**src/rtl/x7seg_mux.sv**
```systemverilog
// Multiplexed 7-segment driver: frame-synchronous shadow load, leading-zero
// blanking, per-digit enable and PWM brightness on the anodes.
module x7seg_mux #(
  parameter int NDIG       = 8,
  parameter int TICK_CNT   = 100000,
  parameter int BRIGHT_W   = 4,
  parameter int ACTIVE_LOW = 0
) (
  input  logic                  clk,
  input  logic                  clr,
  input  logic [4*NDIG-1:0]     x,
  input  logic [NDIG-1:0]       dp,
  input  logic [NDIG-1:0]       en,
  input  logic                  load,
  input  logic                  lzb,
  input  logic [BRIGHT_W-1:0]   bright,
  output logic [NDIG-1:0]       an,
  output logic [6:0]            a_to_g,
  output logic                  dp_out,
  output logic                  frame
);

  localparam int PW = $clog2(TICK_CNT);
  localparam int IW = $clog2(NDIG);

  logic [PW-1:0]       pre_cnt;
  logic [IW-1:0]       idx;
  logic                pending;
  logic [4*NDIG-1:0]   sh_x;
  logic [NDIG-1:0]     sh_dp;
  logic [NDIG-1:0]     sh_en;
  logic [NDIG-1:0]     an_r;
  logic [6:0]          seg_r;
  logic                dp_r;
  logic                frame_r;

  logic                tick;
  logic                wrap;
  logic [NDIG-1:0]     blank;
  logic                zero_above;
  logic [3:0]          cur_nib;
  logic                on;
  logic [NDIG-1:0]     an_nx;
  logic [6:0]          seg_nx;
  logic                dp_nx;

  function automatic logic [6:0] seg7(input logic [3:0] v);
    case (v)
      4'h0: seg7 = 7'b1111110;
      4'h1: seg7 = 7'b0110000;
      4'h2: seg7 = 7'b1101101;
      4'h3: seg7 = 7'b1111001;
      4'h4: seg7 = 7'b0110011;
      4'h5: seg7 = 7'b1011011;
      4'h6: seg7 = 7'b1011111;
      4'h7: seg7 = 7'b1110000;
      4'h8: seg7 = 7'b1111111;
      4'h9: seg7 = 7'b1111011;
      4'hA: seg7 = 7'b1110111;
      4'hB: seg7 = 7'b0011111;
      4'hC: seg7 = 7'b1001110;
      4'hD: seg7 = 7'b0111101;
      4'hE: seg7 = 7'b1001111;
      default: seg7 = 7'b1000111;
    endcase
  endfunction

  assign tick = (pre_cnt == PW'(TICK_CNT - 1));
  assign wrap = tick && (idx == IW'(NDIG - 1));

  // A digit blanks only if it and every digit above it are zero; digit 0 never.
  always_comb begin
    blank      = '0;
    zero_above = 1'b1;
    for (int i = NDIG - 1; i > 0; i--) begin
      zero_above = zero_above && (sh_x[4*i +: 4] == 4'h0);
      blank[i]   = lzb && zero_above;
    end
  end

  always_comb begin
    cur_nib = sh_x[4*idx +: 4];
    on      = sh_en[idx] && (pre_cnt[BRIGHT_W-1:0] <= bright);
    an_nx   = '0;
    if (on) an_nx[idx] = 1'b1;
    seg_nx  = (sh_en[idx] && !blank[idx]) ? seg7(cur_nib) : 7'b0;
    dp_nx   = sh_en[idx] & sh_dp[idx];
  end

  always_ff @(posedge clk) begin
    if (clr) begin
      pre_cnt <= '0;
      idx     <= '0;
      pending <= 1'b0;
      sh_x    <= '0;
      sh_dp   <= '0;
      sh_en   <= '1;
      frame_r <= 1'b0;
      an_r    <= '0;
      seg_r   <= '0;
      dp_r    <= 1'b0;
    end else begin
      pre_cnt <= tick ? '0 : pre_cnt + 1'b1;
      if (tick) idx <= (idx == IW'(NDIG - 1)) ? '0 : idx + 1'b1;
      frame_r <= wrap;
      // Shadows only move at the frame boundary so a frame never tears.
      if (wrap) begin
        if (load || pending) begin
          sh_x  <= x;
          sh_dp <= dp;
          sh_en <= en;
        end
        pending <= 1'b0;
      end else if (load) begin
        pending <= 1'b1;
      end
      an_r  <= an_nx;
      seg_r <= seg_nx;
      dp_r  <= dp_nx;
    end
  end

  assign an     = (ACTIVE_LOW != 0) ? ~an_r  : an_r;
  assign a_to_g = (ACTIVE_LOW != 0) ? ~seg_r : seg_r;
  assign dp_out = (ACTIVE_LOW != 0) ? ~dp_r  : dp_r;
  assign frame  = frame_r;

endmodule

```
**config.mk**
```make
export PLATFORM = sky130hd
export DESIGN_NAME = x7seg_mux
export DESIGN_NICKNAME = d
export VERILOG_FILES = /design/src/rtl/x7seg_mux.sv
export SDC_FILE = /design/constraint.sdc
export NUM_CORES = 1
export LEC_CHECK = 0
export CAP_MARGIN = 30
export CORE_MARGIN = 2
export CORE_UTILIZATION = 56
export CTS_CLUSTER_SIZE = 10
export DETAILED_ROUTE_END_ITERATION = 16
export PLACE_DENSITY = 0.85
export SLEW_MARGIN = 15
export SYNTH_ARGS = -nofsm -noshare
export SYNTH_HDL_FRONTEND = slang
export SYNTH_SLANG_ARGS = --single-unit
export TNS_END_PERCENT = 20
```
**constraint.sdc**
```tcl
create_clock -name clk -period 5.85 [get_ports clk]
set_clock_uncertainty 0.1 [all_clocks]
set_input_delay 0.585 -clock clk [delete_from_list [all_inputs] [get_ports clk]]
set_output_delay 0.585 -clock clk [all_outputs]
set_load 0.03 [all_outputs]
```
==> run_results.csv <==
group,metric,value,unit
critical_path,critical_path_class,"flop to flop",
power,power_density,222,nW/µm²
cells_and_area,finish.net_count,586,
timing,layout_setup_ws,2.92,ns
logic_synthesis,synthCells,459,
cells_and_area,flow.area_growth_from_synthesis,23.8,%
floorplan,die-height,88.0,µm
clock_tree,clkTransAtPathRegs,0.08,ns
clock_tree,cts_hold_buffers,0,
power,static-leakage-power,1.78,nW
timing,hold_violations,0,
timing,finalWorstPathRequiredPeriod,2.93,ns
drt,detail-route-antenna-nets,0,
power,largest_vdd_supply_drop,0.000200,V
logic_synthesis,yosys.area_share.simple,25.7,%
clock_tree,cts_htree_levels,3,
drt,total_via_count_after_detailed_routing,3456,
critical_path,setup.worst_path.end_class,"flop",
drt,route.met2.wl,4730,µm
clock_tree,cts_max_path_buffers,2,
timing,period_share,50.0,%
floorplan,top_level_ports,73,
timing,hold-worst-slack,0.353,ns
placed_design,gpl.final_weighted_congestion,0.859,
clock_tree,postCtsSetupRepairBufs,0,
global_routing,grt.overflow.total,0,
logic_synthesis,synth_seq_cells,86,
global_routing,pin_count_of_the_biggest_net_entering_global_routing,57,
logic_synthesis,synth_top_family_by_area,"simple AND/OR/NAND/NOR gates",
timing,setup_viol,0,
floorplan,std_cell_rows,30,
drt,routed_wirelength,9180,µm
timing,grt_setup_unrepaired,"no",
drt,detail_route.wirelength.met1,3730,µm
logic_synthesis,synth_edf_count,0,
logic_synthesis,synth-seq-area-share,43.5,%
logic_synthesis,synth_area_per_cell,8.62,µm²
timing,slew_headroom,38.6,%
clock_tree,resized_after_cts,0,
logic_synthesis,synth.largest_area_cell,"sky130_fd_sc_hd__dfxtp_1",
logic_synthesis,synth_xor_area_share,2.66,%
cells_and_area,drive_gt1_share,6.33,%
run_status,status,"finished, final reports clean",
drt,via_to_cell_ratio,5.60,
drt,drt-wirelength-per-cell,14.9,µm
clock_tree,cts_num_sinks,86,
logic_synthesis,async_set_or_reset_register_ratio_after_synthesis,0,%
timing,fmaxAchievable,0.342,GHz
logic_synthesis,netlist_area,3960,µm²
critical_path,r2r_start,"idx[0]",
clock_tree,cts_tree,"built",
drt,detailedRoute.firstPassIterationCount,4,
job,max_cap_viol_count,0,
placed_design,port_buffers,72,
floorplan,coreArea,6830,µm²
drt,highest_layer,"met4",
floorplan,floorplan.initialDensity,57.9,%
logic_synthesis,synthesis.nets,529,
global_routing,global_route_wire_length_before_repair,14800,µm
global_routing,grt_pass1_vias,3350,
critical_path,critPathRequiredTime,6.02,ns
clock_tree,clk-insertion-delay-late,0.36,ns
timing,maxSlewViolCount,0,
cells_and_area,multi_input_comb_area,2040,µm²
drt,initial_drt_markers,178,
global_routing,grt_antenna_before_repair,0,
clock_tree,numCtsBuffers,9,
critical_path,crit_path_start_kind,"flop",
timing,timing_worst_slew_pin_value,0.921,ns
logic_synthesis,synth_mux_area_share,8.45,%
logic_synthesis,synth.distinct_cells,48,
cells_and_area,seqCellArea,1720,µm²
hold_path,holdCritPathClass,"flop to flop",
critical_path,setup.worst_path.end,"a_to_g[3]",
critical_path,r2r.worst_path.cells,10,
logic_synthesis,synth_flop_cell,"sky130_fd_sc_hd__dfxtp_1",
placed_design,setup_ws_pre_cts,2.55,ns
critical_path,timing.critical_path.from,"idx[0]",
drt,drc,0,
logic_synthesis,synth_fa_ha_area_share,4.43,%
critical_path,timing.rr.end,"a_to_g[3]",
placed_design,dp_hpwl,6240,µm
clock_tree,cts.root.buffer_cell,"sky130_fd_sc_hd__clkbuf_8",
floorplan,die_area,7750,µm²
logic_synthesis,synth_compound_area_share,10.1,%
logic_synthesis,synth.top_cell.area_share,43.5,%
logic_synthesis,synth-warning-count,0,
floorplan,floorplan.die.width,88.0,µm
critical_path,critPathMaxFanout,15,
critical_path,worst-endpoint-arrival,3.10,ns
global_routing,globalRouteTotalUtil,24.7,%
critical_path,reg2reg_slack,2.92,ns
logic_synthesis,ys_top_cells_by_area,"sky130_fd_sc_hd__dfxtp_1, sky130_fd_sc_hd__nand2_1, sky130_fd_sc_hd__a21oi_1",
cells_and_area,antennaDiodeCount,0,
timing,setup_total_negative_slack,0,ns
cells_and_area,fillers,545,
drt,wl_met3,514,µm
## report_power, final
part           leakage [nW]  internal [mW]  switching [mW]
clock network        0.0996          0.220           0.199
logic                 0.988         0.0445          0.0294
registers             0.696          0.590         0.00316
total                  1.78          0.855           0.232
## area by class of cell
cell class | count | share of cell area, %
inverters | 13 | 0.997
clock inverters | 3 | 0.869
well taps | 96 | 2.45
repair buffers | 77 | 15.7
flip-flops and latches | 86 | 35.2
multi-input cells | 329 | 41.6
clock buffers | 13 | 3.25
## layout by cell type (no fill, tap or decap), types with 2 or more instances in the layout
cell type	n
sky130_fd_sc_hd__and3_1	3
sky130_fd_sc_hd__nor3_1	12
sky130_fd_sc_hd__mux4_2	9
sky130_fd_sc_hd__xor2_1	7
sky130_fd_sc_hd__nand4_1	5
sky130_fd_sc_hd__xnor2_1	5
sky130_fd_sc_hd__a21oi_1	48
sky130_fd_sc_hd__a221oi_1	2
sky130_fd_sc_hd__ha_1	14
sky130_fd_sc_hd__nand2b_1	5
sky130_fd_sc_hd__nor2b_1	3
sky130_fd_sc_hd__nor2_1	22
sky130_fd_sc_hd__inv_1	12
sky130_fd_sc_hd__clkbuf_4	2
sky130_fd_sc_hd__o21a_1	3
sky130_fd_sc_hd__nor4_1	6
sky130_fd_sc_hd__and4_1	3
sky130_fd_sc_hd__clkdlybuf4s50_1	71
sky130_fd_sc_hd__nand2_1	111
sky130_fd_sc_hd__clkbuf_1	2
sky130_fd_sc_hd__buf_8	2
sky130_fd_sc_hd__o22ai_1	3
sky130_fd_sc_hd__mux2i_1	12
sky130_fd_sc_hd__dfxtp_1	86
sky130_fd_sc_hd__or3_1	5
sky130_fd_sc_hd__nor4b_1	3
sky130_fd_sc_hd__o21ai_0	7
sky130_fd_sc_hd__nand3b_1	11
sky130_fd_sc_hd__or4_1	5
sky130_fd_sc_hd__clkbuf_8	11
sky130_fd_sc_hd__a211oi_1	2
sky130_fd_sc_hd__nand3_1	8
## cell usage after synthesis (6+ instances only)
master and instances:
sky130_fd_sc_hd__a21oi_1 48, sky130_fd_sc_hd__clkbuf_1 19, sky130_fd_sc_hd__dfxtp_1 86, sky130_fd_sc_hd__ha_1 14, sky130_fd_sc_hd__inv_1 12, sky130_fd_sc_hd__mux2i_1 12
sky130_fd_sc_hd__mux4_2 9, sky130_fd_sc_hd__nand2_1 111, sky130_fd_sc_hd__nand3_1 8, sky130_fd_sc_hd__nand3b_1 11, sky130_fd_sc_hd__nor2_1 22, sky130_fd_sc_hd__nor3_1 12
sky130_fd_sc_hd__nor4_1 6, sky130_fd_sc_hd__o21ai_0 7, sky130_fd_sc_hd__xor2_1 7
## how the worst min path moves through the flow
| stage | from | endpoint | slack, ns | cells after the start |
|---|---|---|---|---|
| finish | sh_dp[4] | sh_dp[4] | 0.35 | 2 |
| floorplan | sh_dp[4] | sh_dp[4] | 0.33 | 2 |
| CTS | sh_dp[4] | sh_dp[4] | 0.35 | 2 |
| global placement | sh_dp[3] | sh_dp[3] | 0.34 | 2 |
| global route | sh_x[1] | sh_x[1] | 0.38 | 2 |
| detailed placement | sh_dp[4] | sh_dp[4] | 0.34 | 2 |
## critical path, stage by stage (launching register included)
cell and delay [ns]:
sky130_fd_sc_hd__dfxtp_1 0.66, sky130_fd_sc_hd__buf_8 0.24, sky130_fd_sc_hd__mux4_2 0.55, sky130_fd_sc_hd__nand2_1 0.09, sky130_fd_sc_hd__and2_1 0.23, sky130_fd_sc_hd__inv_1 0.10
sky130_fd_sc_hd__ha_1 0.25, sky130_fd_sc_hd__inv_1 0.10, sky130_fd_sc_hd__nor2_1 0.05, sky130_fd_sc_hd__a211o_1 0.26, sky130_fd_sc_hd__a211oi_1 0.20
## metrics by stage
| stage | area [µm²] | utilization (%) | cells | total power, mW |
|---|---|---|---|---|
| detailed placement | 4650 | 68.1 | 597 | 0.680 |
| global placement | 4650 | 68.1 | 597 | 0.679 |
| finish | 4900 | 71.7 | 617 | 1.09 |
| floorplan | 3960 | - | 459 | 0.633 |
| global route | 4900 | 71.7 | 617 | 1.12 |
| CTS | 4850 | 71.0 | 613 | 1.09 |
## sequential cells by signal, summed over array words and instances (netlist names)
signal   count
an           8
frame        1
sh_dp        8
pending      1
idx          3
a_to_g       7
pre_cnt     17
sh_x        32
sh_en        8
dp_out       1
## per-layer routing
metal,up-vias,GRT usage [%]
met5,-,0
met4,0,8.95
met3,23,7.73
met2,105,43.5
met1,1627,28.2
li1,1701,-
## kinds of logic after synthesis
| group | after synthesis |
|---|---|
| AND/OR/NAND/NOR | 210 |
| flip-flops | 86 |
| AO/OA/AOI/OAI | 71 |
| buffers and inverters | 44 |
| multiplexers | 22 |
| adder cells (fa/ha/maj) | 14 |
| XOR/XNOR | 12 |
No activity file was read; power rests on OpenSTA's default activity.
